$ cat src/rtl/mem_lsu_pkg.sv
// mem_lsu_pkg: access-size and FSM state encodings shared by the load/store unit,
// plus the store byte-lane enable helper.
package mem_lsu_pkg;

   typedef enum logic [1:0] {
      SZ_BYTE = 2'd0,
      SZ_HALF = 2'd1,
      SZ_WORD = 2'd2,
      SZ_RSVD = 2'd3
   } size_e;

   typedef enum logic [1:0] {
      ST_IDLE   = 2'd0,
      ST_ACCESS = 2'd1,
      ST_RESP   = 2'd2
   } state_e;

   function automatic logic [3:0] byteEnable(input size_e size, input logic [1:0] offset);
      logic [3:0] mask;
      case (size)
         SZ_BYTE: mask = 4'b0001 << offset;
         SZ_HALF: mask = 4'b0011 << offset;
         default: mask = 4'b1111;
      endcase
      return mask;
   endfunction

endpackage

$ cat src/rtl/mem_lsu_extract.sv
// mem_lsu_extract: picks the addressed byte/half/word lane out of a RAM word and
// zero- or sign-extends it to 32 bits (purely combinational).
module mem_lsu_extract
   import mem_lsu_pkg::*;
(
   input  logic [31:0] i_memDout,
   input  logic [1:0]  i_offset,
   input  logic [1:0]  i_size,
   input  logic        i_unsigned,
   output logic [31:0] o_data
);

   logic [7:0]  w_byte;
   logic [15:0] w_half;

   // Halves only ever sit on lane 0 or lane 2, so only offset[1] steers them.
   always_comb begin
      w_byte = i_memDout[{i_offset, 3'b000} +: 8];
      w_half = i_memDout[{i_offset[1], 4'b0000} +: 16];
      case (size_e'(i_size))
         SZ_BYTE: o_data = {{24{w_byte[7] & ~i_unsigned}}, w_byte};
         SZ_HALF: o_data = {{16{w_half[15] & ~i_unsigned}}, w_half};
         default: o_data = i_memDout;
      endcase
   end

endmodule

$ cat src/rtl/mem_lsu.sv
// mem_lsu: single-port RAM load/store unit (IDLE -> ACCESS -> RESP).
// Optional MEM_LSU_MISALIGN_CHECK_EN rejects misaligned/reserved accesses with rsp_err.
module mem_lsu
   import mem_lsu_pkg::*;
#(
   parameter int ADDR_WIDTH = 10,
   parameter int DATA_WIDTH = 32
) (
   input  logic                  clk,
   input  logic                  rst_n,
   input  logic                  req_valid,
   output logic                  req_ready,
   input  logic                  req_we,
   input  logic [ADDR_WIDTH+1:0] req_addr,
   input  logic [1:0]            req_size,
   input  logic                  req_unsigned,
   input  logic [DATA_WIDTH-1:0] req_wdata,
   output logic                  rsp_valid,
   input  logic                  rsp_ready,
   output logic [DATA_WIDTH-1:0] rsp_rdata,
   output logic                  rsp_err,
   output logic                  mem_en,
   output logic [3:0]            mem_we,
   output logic [ADDR_WIDTH-1:0] mem_addr,
   output logic [DATA_WIDTH-1:0] mem_din,
   input  logic [DATA_WIDTH-1:0] mem_dout
);

   state_e                r_state;
   logic [1:0]            r_offset;
   size_e                 r_size;
   logic                  r_unsigned;
   logic                  r_we;
   logic                  r_rspValid;
   logic [DATA_WIDTH-1:0] r_rdata;
`ifdef MEM_LSU_MISALIGN_CHECK_EN
   logic                  r_err;
`endif

   size_e                 w_size;
   logic [1:0]            w_offset;
   logic                  w_misalign;
   logic                  w_accept;
   logic [31:0]           w_extData;

   // Normalise the request: either flag illegal alignment, or silently align it.
   always_comb begin
      w_size     = size_e'(req_size);
      w_offset   = req_addr[1:0];
      w_misalign = 1'b0;
`ifdef MEM_LSU_MISALIGN_CHECK_EN
      case (w_size)
         SZ_HALF: w_misalign = req_addr[0];
         SZ_WORD: w_misalign = (req_addr[1:0] != 2'b00);
         SZ_RSVD: w_misalign = 1'b1;
         default: w_misalign = 1'b0;
      endcase
`else
      case (w_size)
         SZ_HALF: w_offset = {req_addr[1], 1'b0};
         SZ_WORD, SZ_RSVD: begin
            w_size   = SZ_WORD;
            w_offset = 2'b00;
         end
         default: ;
      endcase
`endif
   end

   assign req_ready = rst_n && (r_state == ST_IDLE);
   assign w_accept  = req_valid && req_ready;
   assign mem_en    = w_accept && !w_misalign;
   assign mem_we    = (mem_en && req_we) ? byteEnable(w_size, w_offset) : 4'b0000;
   assign mem_addr  = req_addr[ADDR_WIDTH+1:2];

   always_comb begin
      case (w_size)
         SZ_BYTE: mem_din = {4{req_wdata[7:0]}};
         SZ_HALF: mem_din = {2{req_wdata[15:0]}};
         default: mem_din = req_wdata;
      endcase
   end

   mem_lsu_extract u_extract (
      .i_memDout (mem_dout),
      .i_offset  (r_offset),
      .i_size    (r_size),
      .i_unsigned(r_unsigned),
      .o_data    (w_extData)
   );

   // Response data is captured at the end of ACCESS, when mem_dout holds the read word.
   always_ff @(posedge clk or negedge rst_n) begin
      if (!rst_n) begin
         r_state    <= ST_IDLE;
         r_offset   <= 2'b00;
         r_size     <= SZ_BYTE;
         r_unsigned <= 1'b0;
         r_we       <= 1'b0;
         r_rspValid <= 1'b0;
         r_rdata    <= '0;
`ifdef MEM_LSU_MISALIGN_CHECK_EN
         r_err      <= 1'b0;
`endif
      end else begin
         case (r_state)
            ST_IDLE: begin
               if (w_accept) begin
                  r_offset   <= w_offset;
                  r_size     <= w_size;
                  r_unsigned <= req_unsigned;
                  r_we       <= req_we;
`ifdef MEM_LSU_MISALIGN_CHECK_EN
                  if (w_misalign) begin
                     r_state    <= ST_RESP;
                     r_rspValid <= 1'b1;
                     r_rdata    <= '0;
                     r_err      <= 1'b1;
                  end else begin
                     r_state    <= ST_ACCESS;
                     r_err      <= 1'b0;
                  end
`else
                  r_state <= ST_ACCESS;
`endif
               end
            end
            ST_ACCESS: begin
               r_rdata    <= r_we ? '0 : w_extData;
               r_rspValid <= 1'b1;
               r_state    <= ST_RESP;
            end
            ST_RESP: begin
               if (rsp_ready) begin
                  r_rspValid <= 1'b0;
                  r_state    <= ST_IDLE;
               end
            end
            default: r_state <= ST_IDLE;
         endcase
      end
   end

   assign rsp_valid = r_rspValid;
   assign rsp_rdata = r_rdata;
`ifdef MEM_LSU_MISALIGN_CHECK_EN
   assign rsp_err   = r_err;
`else
   assign rsp_err   = 1'b0;
`endif

endmodule
$ cat config.mk
export PLATFORM = sky130hd
export DESIGN_NAME = mem_lsu
export DESIGN_NICKNAME = d
export VERILOG_FILES = /design/src/rtl/mem_lsu_pkg.sv /design/src/rtl/mem_lsu_extract.sv /design/src/rtl/mem_lsu.sv
export SDC_FILE = /design/constraint.sdc
export NUM_CORES = 1
export LEC_CHECK = 0
export BUFFER_PORTS_ARGS = -buffer_cell sky130_fd_sc_hd__buf_2
export CORE_ASPECT_RATIO = 0.9
export CORE_MARGIN = 10
export CORE_UTILIZATION = 35
export DETAILED_ROUTE_END_ITERATION = 16
export PLACE_DENSITY = 0.69
export SLEW_MARGIN = 5
export SYNTH_ARGS = -nofsm -noshare
export SYNTH_HDL_FRONTEND = slang
export SYNTH_SLANG_ARGS = --single-unit
$ cat constraint.sdc
create_clock -name clk -period 1.4 [get_ports clk]
set_input_delay 0.21 -clock clk [delete_from_list [all_inputs] [get_ports clk]]
set_output_delay 0.21 -clock clk [all_outputs]
set_load 0.005 [all_outputs]
==> qor.yml, run 1 <==
outcome:
  run_status: "finished, violations left"
  violations_in_the_final_reports: "setup timing"
place:
  port_buffers: 144
  hpwl_um: 7990
  place_inst: 520
  gp_congestion: 0.861
  placedInstanceArea_mm2: 0.00362
  pre_cts_ws_ps: -96.2
cts:
  clock_insertion_delay_worst_skew_ps: 300
  clk_transition_reported_paths_ps: 80
  numClockSinks: 41
  tritoncts: "yes"
  postCtsHoldBufs: 0
  clock_path_buffers: 2
  cts-htree-levels: 2
  cts_root_buf: "clkbuf_8"
  cts_inserted_buffers: 5
logic_synthesis:
  syn_area_per_cell_um2: 9.54
  synthesis.instances: 295
  post_synth_mux_area_share_pct: 13.7
  syn_area_mm2: 0.00281
  synth.top_cells.by_area: "dfrtp_1 36%, mux2_2 10%, a22oi_1 6.4%, buf_4 5.9%, a221oi_1 5.0%"
  synth_largest_area_cell: "dfrtp_1"
  ys_async_sr_fraction_pct: 100
  synth_top_cell_area_share_pct: 36.5
  prevailing_post_synth_register_cell: "dfrtp_1"
  yosys_register_bits: 41
  synth_fp_nets: 379
  synth_fa_ha_area_share_pct: 0
  post_synth_xor_area_fraction_pct: 0
  synth_common_cells: "41 x dfrtp_1, 28 x o21ai_0, 26 x a21oi_1"
  yosysWarnings: 0
  synth_seq_area_share_pct: 36.5
  synth.most_common_cell: "dfrtp_1"
  synth_edf_count: 0
  synthDistinctLibCells: 36
  dominant_combinational_cell_family_by_area_after_synthesis: "compound AO/OA/AOI/OAI gates"
  synth_simple_gate_area_share_pct: 13.9
  synth_compound_area_share_pct: 24.8
floorplan:
  core.rowCount: 30
  die_wd_um: 115
  initial_utilization_pct: 36.6
  design.die.area_mm2: 0.0120
  num_io_pins: 166
  core_region_area_mm2: 0.00769
  vert_die_dim_um: 105
cells_and_area:
  nNetsFinal: 528
  n_antenna_cell: 0
  layout.filler_cells: 689
  area_growth_pct: 43.2
  drive_above_1_share_pct: 56.5
  final_util_pct: 52.4
  stdcell_count: 540
  final_area_mm2: 0.00403
sta:
  post-route-period-util_pct: 116
  report.final.setup_viol: 38
  post-route-worst-setup-slack_ps: -218
  finalHoldWorstSlack_ps: 66.2
  finalHoldViolations: 0
  grt_setup_unrepaired: "true"
  totalNegativeSetupSlack_ps: -4260
  timing.slew.headroom_pct: 64.9
  finalWorstPathRequiredPeriod_ps: 1620
  worst-slew-pin-transition_ps: 527
  maximum_clock_frequency_ghz: 0.618
  finalMaxSlewViolations: 0
  final_clock_skew_ps: 8.99
global_routing:
  sum_of_overflow_across_all_layers_after_global_routing: 0
  antenna_found_initial: 0
  grt_util_all_layers_pct: 16.3
  grt_first_pass_wirelength_um: 16000
  largest_net_degree_at_the_start_of_global_routing: 49
  first_global_vias: 3076
detailed_routing:
  topRoutingLayerUsed: "met4"
  wl_per_cell_um: 20.2
  drtIter0Drc: 175
  post-route-drc-count: 0
  route.detailed.vias_per_inst: 5.50
  dr_total_vias: 2970
  drt-met1-wl_um: 4310
  met2WireLength_um: 5000
  drt_pass1_iterations: 5
  detail_route.wirelength_um: 10900
  wl_met3_um: 1360
  detail-route-antenna-nets: 0
setup_path:
  cpMaxStageDelayCell: "dfrtp_1"
  setup.worst_path.end_class: "output pin"
  cp-start-kind: "flop"
  cells_traversed_along_the_worst_timing_path: "nand4bb_4 -> inv_2 -> nand2_4 -> nor3b_2 -> buf_2"
  timing.critical_path.arrival_ps: 1410
  timing_worst_setup_path_type: "flop to output pin"
  path_max_fanout: 5
  reg2reg_from: "r_state[1]$_DFFE_PN0P_"
  critical_path_required_ps: 1190
  biggest_cell_delay_along_the_critical_path_ps: 400
  timing.critical_path.from: "r_state[1]$_DFFE_PN0P_"
pwr:
  power.leakage_nw: 2.02
  power.sequential.fraction_pct: 37.4
  clock_power_share_pct: 16.2
  powerDensity_mw_per_mm2: 1230
  peakVddDrop_mv: 0.546
  intPower_mw: 3.13
  p_total_mw: 4.95
  combinational_power_share_pct: 46.4
  power.switching_mw: 1.82
  power.switching_fraction_pct: 36.8
worst_hold_path:
  hold_path.class: "primary input to asynchronous set/reset pin"
job:
  drv.max_cap_violation_count: 0
area by class of cell:
cell class	count	area, um2	area share, %
well taps	96	120	2.98
flip-flops and latches	41	1030	25.5
clock buffers	7	86.3	2.14
repair buffers	183	1130	28.0
inverters	6	22.5	0.559
multi-input cells	207	1650	40.9
layer usage:
layer	GRT usage, %	up-vias
met5	0	-
met4	5.46	0
met3	6.40	21
met2	25.4	173
met1	19.9	1410
li1	-	1366
flip-flops by register name (all words and copies together), names as in the netlist:
name and flops:
r_offset 2, rsp_valid 1, r_state 2, r_size 2, r_unsigned 1, r_we 1, rsp_rdata 32
kinds of logic (layout without fill, tap and decap cells):
kind of cell           Yosys count  count (layout)
muxes                           34              34
AOI/OAI and AO/OA              108             108
and+or+nand+nor                 63              64
buffers and inverters           48             196
other                            1               1
DFF                             41              41
power groups by stage:
| stage | Sequential [mW] | Combinational (mW) | Clock (mW) |
|---|---|---|---|
| 6_report | 1.85 | 2.29 | 0.803 |
| 5_1_grt | 1.90 | 2.53 | 0.853 |
| 4_1_cts | 1.84 | 2.13 | 0.802 |
| 3_5_place_dp | 1.86 | 2.04 | 0 |
| 3_3_place_gp | 1.84 | 2.01 | 0 |
| 2_1_floorplan | 1.85 | 1.12 | 0 |
timing repair:
item,in CTS,in global routing
setup endpoints to repair,35,45
cloned,0,4
pin swaps,5,10
setup buffers,9,4
resized for setup,19,36
layout by cell type, fill, tap and decap left out, types with 3 or more instances in the layout:
cell / n
a21oi_1: 24
a221oi_1: 11
a221oi_2: 5
a22oi_1: 24
and3b_1: 8
buf_12: 4
buf_2: 143
buf_4: 27
buf_6: 7
clkbuf_8: 6
dfrtp_1: 40
inv_1: 5
mux2_2: 23
mux2i_1: 8
nand2_1: 19
nand2b_1: 8
nor2_1: 3
nor2b_1: 8
nor3b_2: 3
o21ai_0: 19
o21ai_1: 11
o21ai_2: 8
path summary, 6_finish.rpt:
kind                       slack [ps]  cells past startpoint                         to
min in group clk                  130                      3     r_unsigned$_DFFE_PN0P_
setup / recovery                 -220                      5                  mem_we[2]
setup reg to reg                 -200                      7  rsp_rdata[15]$_DFFE_PN0P_
max in group asynchronous         940                      2    r_offset[1]$_DFFE_PN0P_
hold / removal                     70                      2  rsp_rdata[11]$_DFFE_PN0P_
hold reg to reg                   520                      2  rsp_rdata[27]$_DFFE_PN0P_
worst max-delay path: cells and delay by family, from the launching register on:
kind	cells	cell delay, ps
DFF	1	400
and+or+nand+nor	3	480
buffers and inverters	2	240
Note: power is estimated with default switching activity, not from simulation.
==> run 2, diff against run 1 <==
Settings changed: BUFFER_PORTS_ARGS -buffer_cell sky130_fd_sc_hd__buf_2 to -buffer_cell sky130_fd_sc_hd__buf_4.
==> qor.yml, run 2 (synthesis results as in run 1) <==
pwr:
  p_total_mw: 5.65
  power.switching_mw: 1.98
  intPower_mw: 3.67
  power.leakage_nw: 2.19
  powerDensity_mw_per_mm2: 1230
  clock_power_share_pct: 17.3
  power.sequential.fraction_pct: 34.0
  power.switching_fraction_pct: 35.0
  peakVddDrop_mv: 0.474
  combinational_power_share_pct: 48.7
worst_hold_path:
  hold_path.class: "primary input to asynchronous set/reset pin"
sta:
  finalHoldViolations: 0
  report.final.setup_viol: 38
  finalWorstPathRequiredPeriod_ps: 1620
  final_clock_skew_ps: 13.4
  post-route-period-util_pct: 116
  worst-slew-pin-transition_ps: 536
  maximum_clock_frequency_ghz: 0.617
  grt_setup_unrepaired: "true"
  post-route-worst-setup-slack_ps: -221
  finalMaxSlewViolations: 0
  timing.slew.headroom_pct: 64.2
  finalHoldWorstSlack_ps: 1.98
cells_and_area:
  most-common-layout-cells: "171 x buf_4, 40 x dfrtp_1, 25 x o21ai_0"
  largest_reg_flops: 32
  final-seq-area_mm2: 0.00103
  final_area_mm2: 0.00459
  layout.cells.most_common: "buf_4"
  layout.filler_cells: 617
  drive_above_1_share_pct: 60.6
  area_growth_pct: 63.1
  final_util_pct: 59.7
  multi_input_area_mm2: 0.00176
  nNetsFinal: 532
global_routing:
  grt.met1_usage_pct: 18.8
  grt_first_pass_wirelength_um: 16400
  grt_util_all_layers_pct: 16.6
  first_global_vias: 3152
  sum_of_overflow_across_all_layers_after_global_routing: 0
  global_route.peak_usage_layer: "met2"
  largest_net_degree_at_the_start_of_global_routing: 49
  antenna_found_initial: 1
  global_route.usage.met2_pct: 27.1
  grtUsageMet3_pct: 8.81
cts:
  clock_insertion_delay_worst_skew_ps: 310
  cts_inserted_buffers: 5
  cts_root_buf: "clkbuf_8"
  postCtsHoldBufs: 0
  clk_transition_reported_paths_ps: 90
  tritoncts: "yes"
  clock_path_buffers: 2
  numClockSinks: 41
  cts-htree-levels: 2
setup_path:
  cpMaxStageDelayCell: "dfrtp_1"
  critical-path-top-delay-family: "simple AND/OR/NAND/NOR gates"
  cp-start-kind: "flop"
  critical_path.n_buffers_inverters: 2
  path_max_fanout: 5
  setup.worst_path.end_class: "output pin"
  ff2ff_path_depth: 7
  biggest_cell_delay_along_the_critical_path_ps: 400
  timing.critical_path.arrival_ps: 1410
  cells_traversed_along_the_worst_timing_path: "nand4bb_4 -> inv_2 -> nand2_4 -> nor3b_2 -> buf_4"
  timing_worst_setup_path_type: "flop to output pin"
  critical_path_required_ps: 1190
  worst-path-stages: 5
floorplan:
  core.rowCount: 30
  initial_utilization_pct: 36.6
  core_region_area_mm2: 0.00769
  num_io_pins: 166
  die_wd_um: 115
  design.die.area_mm2: 0.0120
  vert_die_dim_um: 105
job:
  drv.max_cap_violation_count: 0
place:
  placedInstanceArea_mm2: 0.00397
  gp_congestion: 0.808
  hpwl_um: 8240
  pre_cts_ws_ps: -98.1
  port_buffers: 144
detailed_routing:
  detail_route.wirelength_um: 11500
  dr_total_vias: 3001
  drt_pass1_iterations: 4
  post-route-drc-count: 0
  detail-route-antenna-nets: 0
  route.detailed.vias_per_inst: 5.50
  wl_per_cell_um: 21.0
  drtIter0Drc: 172
outcome:
  run_status: "finished, violations left"
  violations_in_the_final_reports: "setup timing"
-- run 2: changes by cell type in the layout (fill, tap and decap cells not counted), moves of 3 or more --
cell,previous run,this run
o21ai_0,19,25
a221oi_2,5,12
buf_4,27,171
buf_6,7,10
o21ai_2,8,2
a22oi_1,24,14
a22oi_2,0,10
a21oi_2,2,9
buf_2,143,0
a221oi_1,11,3
a21oi_1,24,15
-- run 2: cell type report --
type / count / area share, %
Clock inverter: 2 / 0.845
Inverter: 6 / 0.491
Multi-Input combinational cell: 206 / 38.2
Antenna cell: 1 / 0.0545
Tap cell: 96 / 2.62
Sequential cell: 41 / 22.4
Timing Repair Buffer: 188 / 33.8
Clock buffer: 6 / 1.58
-- run 2: final timing paths --
check,start,end,slack (ps)
max,r_state[0]$_DFFE_PN0P_,mem_we[2],-220
min,rst_n,r_state[0]$_DFFE_PN0P_,2
max reg2reg,r_state[0]$_DFFE_PN0P_,rsp_rdata[11]$_DFFE_PN0P_,-200
min reg2reg,r_unsigned$_DFFE_PN0P_,r_unsigned$_DFFE_PN0P_,520
max in group asynchronous,rst_n,r_offset[1]$_DFFE_PN0P_,1000
min in group clk,req_unsigned,r_unsigned$_DFFE_PN0P_,120
-- run 2: timing repair --
action                                  in CTS  in global routing
pin swaps                                    8                  5
setup buffers                                8                  7
endpoints found under the setup margin      27                 38
cloned                                       0                  5
endpoints found under the hold margin        0                  0
gates resized for setup                     30                 38
-- run 2: power groups by stage --
stage	registers [mW]	logic, mW	clock network (mW)
floorplan	1.85	1.12	0
global placement	1.87	2.28	0
detailed placement	1.88	2.33	0
CTS	1.87	2.51	0.984
global route	1.97	2.99	1.03
finish	1.92	2.75	0.975
-- run 2: metrics by stage --
stage / cells / setup TNS, ps
floorplan: 295 / 0
global placement: 520 / -213
detailed placement: 520 / -693
CTS: 535 / -969
global route: 545 / -7010
finish: 546 / -4870
-- run 2: routing by layer --
metal | routed length (um) | part of all wire [%]
met1 | 4540 | 39
met2 | 5470 | 48
met3 | 1290 | 11
met4 | 191 | 1.7
met5 | 0 | 0
==> run 3, diff against run 2 <==
Settings changed: ABC_AREA set to 1.
==> qor.yml, run 3 <==
sta:
  finalMaxSlewViolations: 0
  worst-slew-pin-transition_ps: 532
  timing.slew.headroom_pct: 64.6
  finalHoldViolations: 0
  maximum_clock_frequency_ghz: 0.613
  grt_setup_unrepaired: "true"
  post-route-worst-setup-slack_ps: -232
  finalWorstPathRequiredPeriod_ps: 1630
  final_clock_skew_ps: 2.44
  report.final.setup_viol: 5
  post-route-period-util_pct: 117
cts:
  postCtsHoldBufs: 0
  clk_transition_reported_paths_ps: 70
  tritoncts: "yes"
  clock_path_buffers: 2
  cts_inserted_buffers: 5
  numClockSinks: 41
  clock_insertion_delay_worst_skew_ps: 280
  cts-htree-levels: 2
  cts_root_buf: "clkbuf_8"
logic_synthesis:
  synth_top_cell_area_share_pct: 36.3
  synth_fp_nets: 517
  synth.most_common_cell: "nand2_1"
  prevailing_post_synth_register_cell: "dfrtp_1"
  synth_seq_area_share_pct: 36.3
  synth_largest_area_cell: "dfrtp_1"
  synth_compound_area_share_pct: 8.05
  synth_simple_gate_area_share_pct: 42.6
  dominant_combinational_cell_family_by_area_after_synthesis: "simple AND/OR/NAND/NOR gates"
  synthesis.instances: 433
  synth_common_cells: "195 x nand2_1, 41 x dfrtp_1, 38 x nor2_1"
  synth_edf_count: 0
  syn_area_mm2: 0.00283
  ys_async_sr_fraction_pct: 100
  synth.top_cells.by_area: "dfrtp_1 36%, nand2_1 26%, buf_4 5.3%, nor2_1 5.0%, nand2_2 4.6%"
  synth_fa_ha_area_share_pct: 0
  yosys_register_bits: 41
  post_synth_xor_area_fraction_pct: 0
  post_synth_mux_area_share_pct: 0
  syn_area_per_cell_um2: 6.53
  synthDistinctLibCells: 25
  yosysWarnings: 0
cells_and_area:
  largest_reg_flops: 32
  nNetsFinal: 657
  stdcell_count: 672
  layout.filler_cells: 792
  most-common-layout-cells: "189 x nand2_1, 163 x buf_4, 39 x dfrtp_1"
  n_antenna_cell: 0
  layout.cells.most_common: "nand2_1"
  drive_above_1_share_pct: 39.1
  area_growth_pct: 47.7
place:
  port_buffers: 144
  place_inst: 660
  pre_cts_ws_ps: -19.1
  gp_congestion: 0.835
  hpwl_um: 7860
setup_path:
  timing_worst_setup_path_type: "flop to output pin"
  cp-start-kind: "flop"
  critical_path_required_ps: 1190
  setup.worst_path.end_class: "output pin"
  timing.critical_path.arrival_ps: 1420
  path_max_fanout: 3
  regToRegSetupSlack_ps: 70
pwr:
  peakVddDrop_mv: 0.717
  powerDensity_mw_per_mm2: 1260
  power.leakage_nw: 2.40
global_routing:
  largest_net_degree_at_the_start_of_global_routing: 42
  first_global_vias: 3090
  antenna_found_initial: 0
  sum_of_overflow_across_all_layers_after_global_routing: 0
  grt_first_pass_wirelength_um: 15800
  grt_util_all_layers_pct: 15.5
floorplan:
  core_region_area_mm2: 0.00795
  design.die.area_mm2: 0.0121
  num_io_pins: 166
  vert_die_dim_um: 105
  die_wd_um: 115
  core.rowCount: 31
  initial_utilization_pct: 35.6
job:
  drv.max_cap_violation_count: 0
outcome:
  violations_in_the_final_reports: "setup timing"
  run_status: "finished, violations left"
detailed_routing:
  dr_total_vias: 3125
  post-route-drc-count: 0
  drt_pass1_iterations: 4
  drtIter0Drc: 165
  detail_route.wirelength_um: 9970
  wl_per_cell_um: 14.8
  detail-route-antenna-nets: 0
  route.detailed.vias_per_inst: 4.65
worst_hold_path:
  hold_path.class: "primary input to asynchronous set/reset pin"
## run 3: final cells by class
class | count | area, um2 | area share, %
Sequential cell | 41 | 1030 | 24.6
Timing Repair Buffer | 168 | 1310 | 31.3
Tap cell | 99 | 124 | 2.97
Clock buffer | 7 | 86.3 | 2.07
Multi-Input combinational cell | 325 | 1500 | 35.9
Inverter | 32 | 134 | 3.21
## run 3: metrics by stage
step	hold slack (ps)	total power, mW	utilization [%]	TNS (ps)	area (um2)
detailed placement	363	4.45	50.0	-30.2	3980
finish	41.2	5.28	52.5	-945	4180
floorplan	-85.6	3.15	-	0	2830
CTS	53.0	5.26	51.6	-1050	4100
global route	68.3	5.72	52.5	-1430	4180
global placement	361	4.41	50.0	0	3980
## run 3: worst max-delay path, cell delays in order, from the launching register on
cell      delay [ps]
dfrtp_1          410
nor3_2           210
nand2_2           80
inv_2             80
o211ai_1         100
a21oi_1          130
buf_4            130
## run 3: path summary, 6_finish.rpt
kind                                                from                   endpoint  cells after the start
worst max-delay path              r_state[0]$_DFFE_PN0P_                  mem_we[3]                      6
worst min-delay path                               rst_n  rsp_rdata[30]$_DFFE_PN0P_                      2
worst max register to register     r_size[1]$_DFFE_PN0P_  rsp_rdata[17]$_DFFE_PN0P_                      6
worst min register to register  rsp_rdata[2]$_DFFE_PN0P_   rsp_rdata[2]$_DFFE_PN0P_                      2
max in group asynchronous                          rst_n      r_size[1]$_DFFE_PN0P_                      2
min in group clk                               rsp_ready     r_state[1]$_DFFE_PN0P_                      2
## run 3: cells by family (layout without fill, tap and decap cells)
group	Yosys count	count (layout)
AND/OR/NAND/NOR	282	283
other	1	1
buffers and inverters	68	207
flip-flops	41	41
AO/OA/AOI/OAI	41	41
## run 3: routing by layer
metal  up-vias  wire length, um  GRT usage, %
met5         -                0             0
met3        14              589          3.57
met1      1426             4160          19.9
li1       1593                -             -
met4         0              139          3.18
met2        92             5090          25.9
## run 3: timing repair
action | in CTS | in global routing
cloned | 0 | 1
buffers inserted | 2 | 4
gates resized for setup | 7 | 18
pin swaps | 1 | 2
endpoints found under the setup margin | 9 | 44
## run 3: power breakdown
part	leakage (nW)	total (mW)	switching, mW	internal, mW
Clock	0.0443	0.779	0.387	0.391
Sequential	0.526	1.89	0.264	1.62
Combinational	1.83	2.61	1.30	1.31
Total	2.40	5.28	1.95	3.32
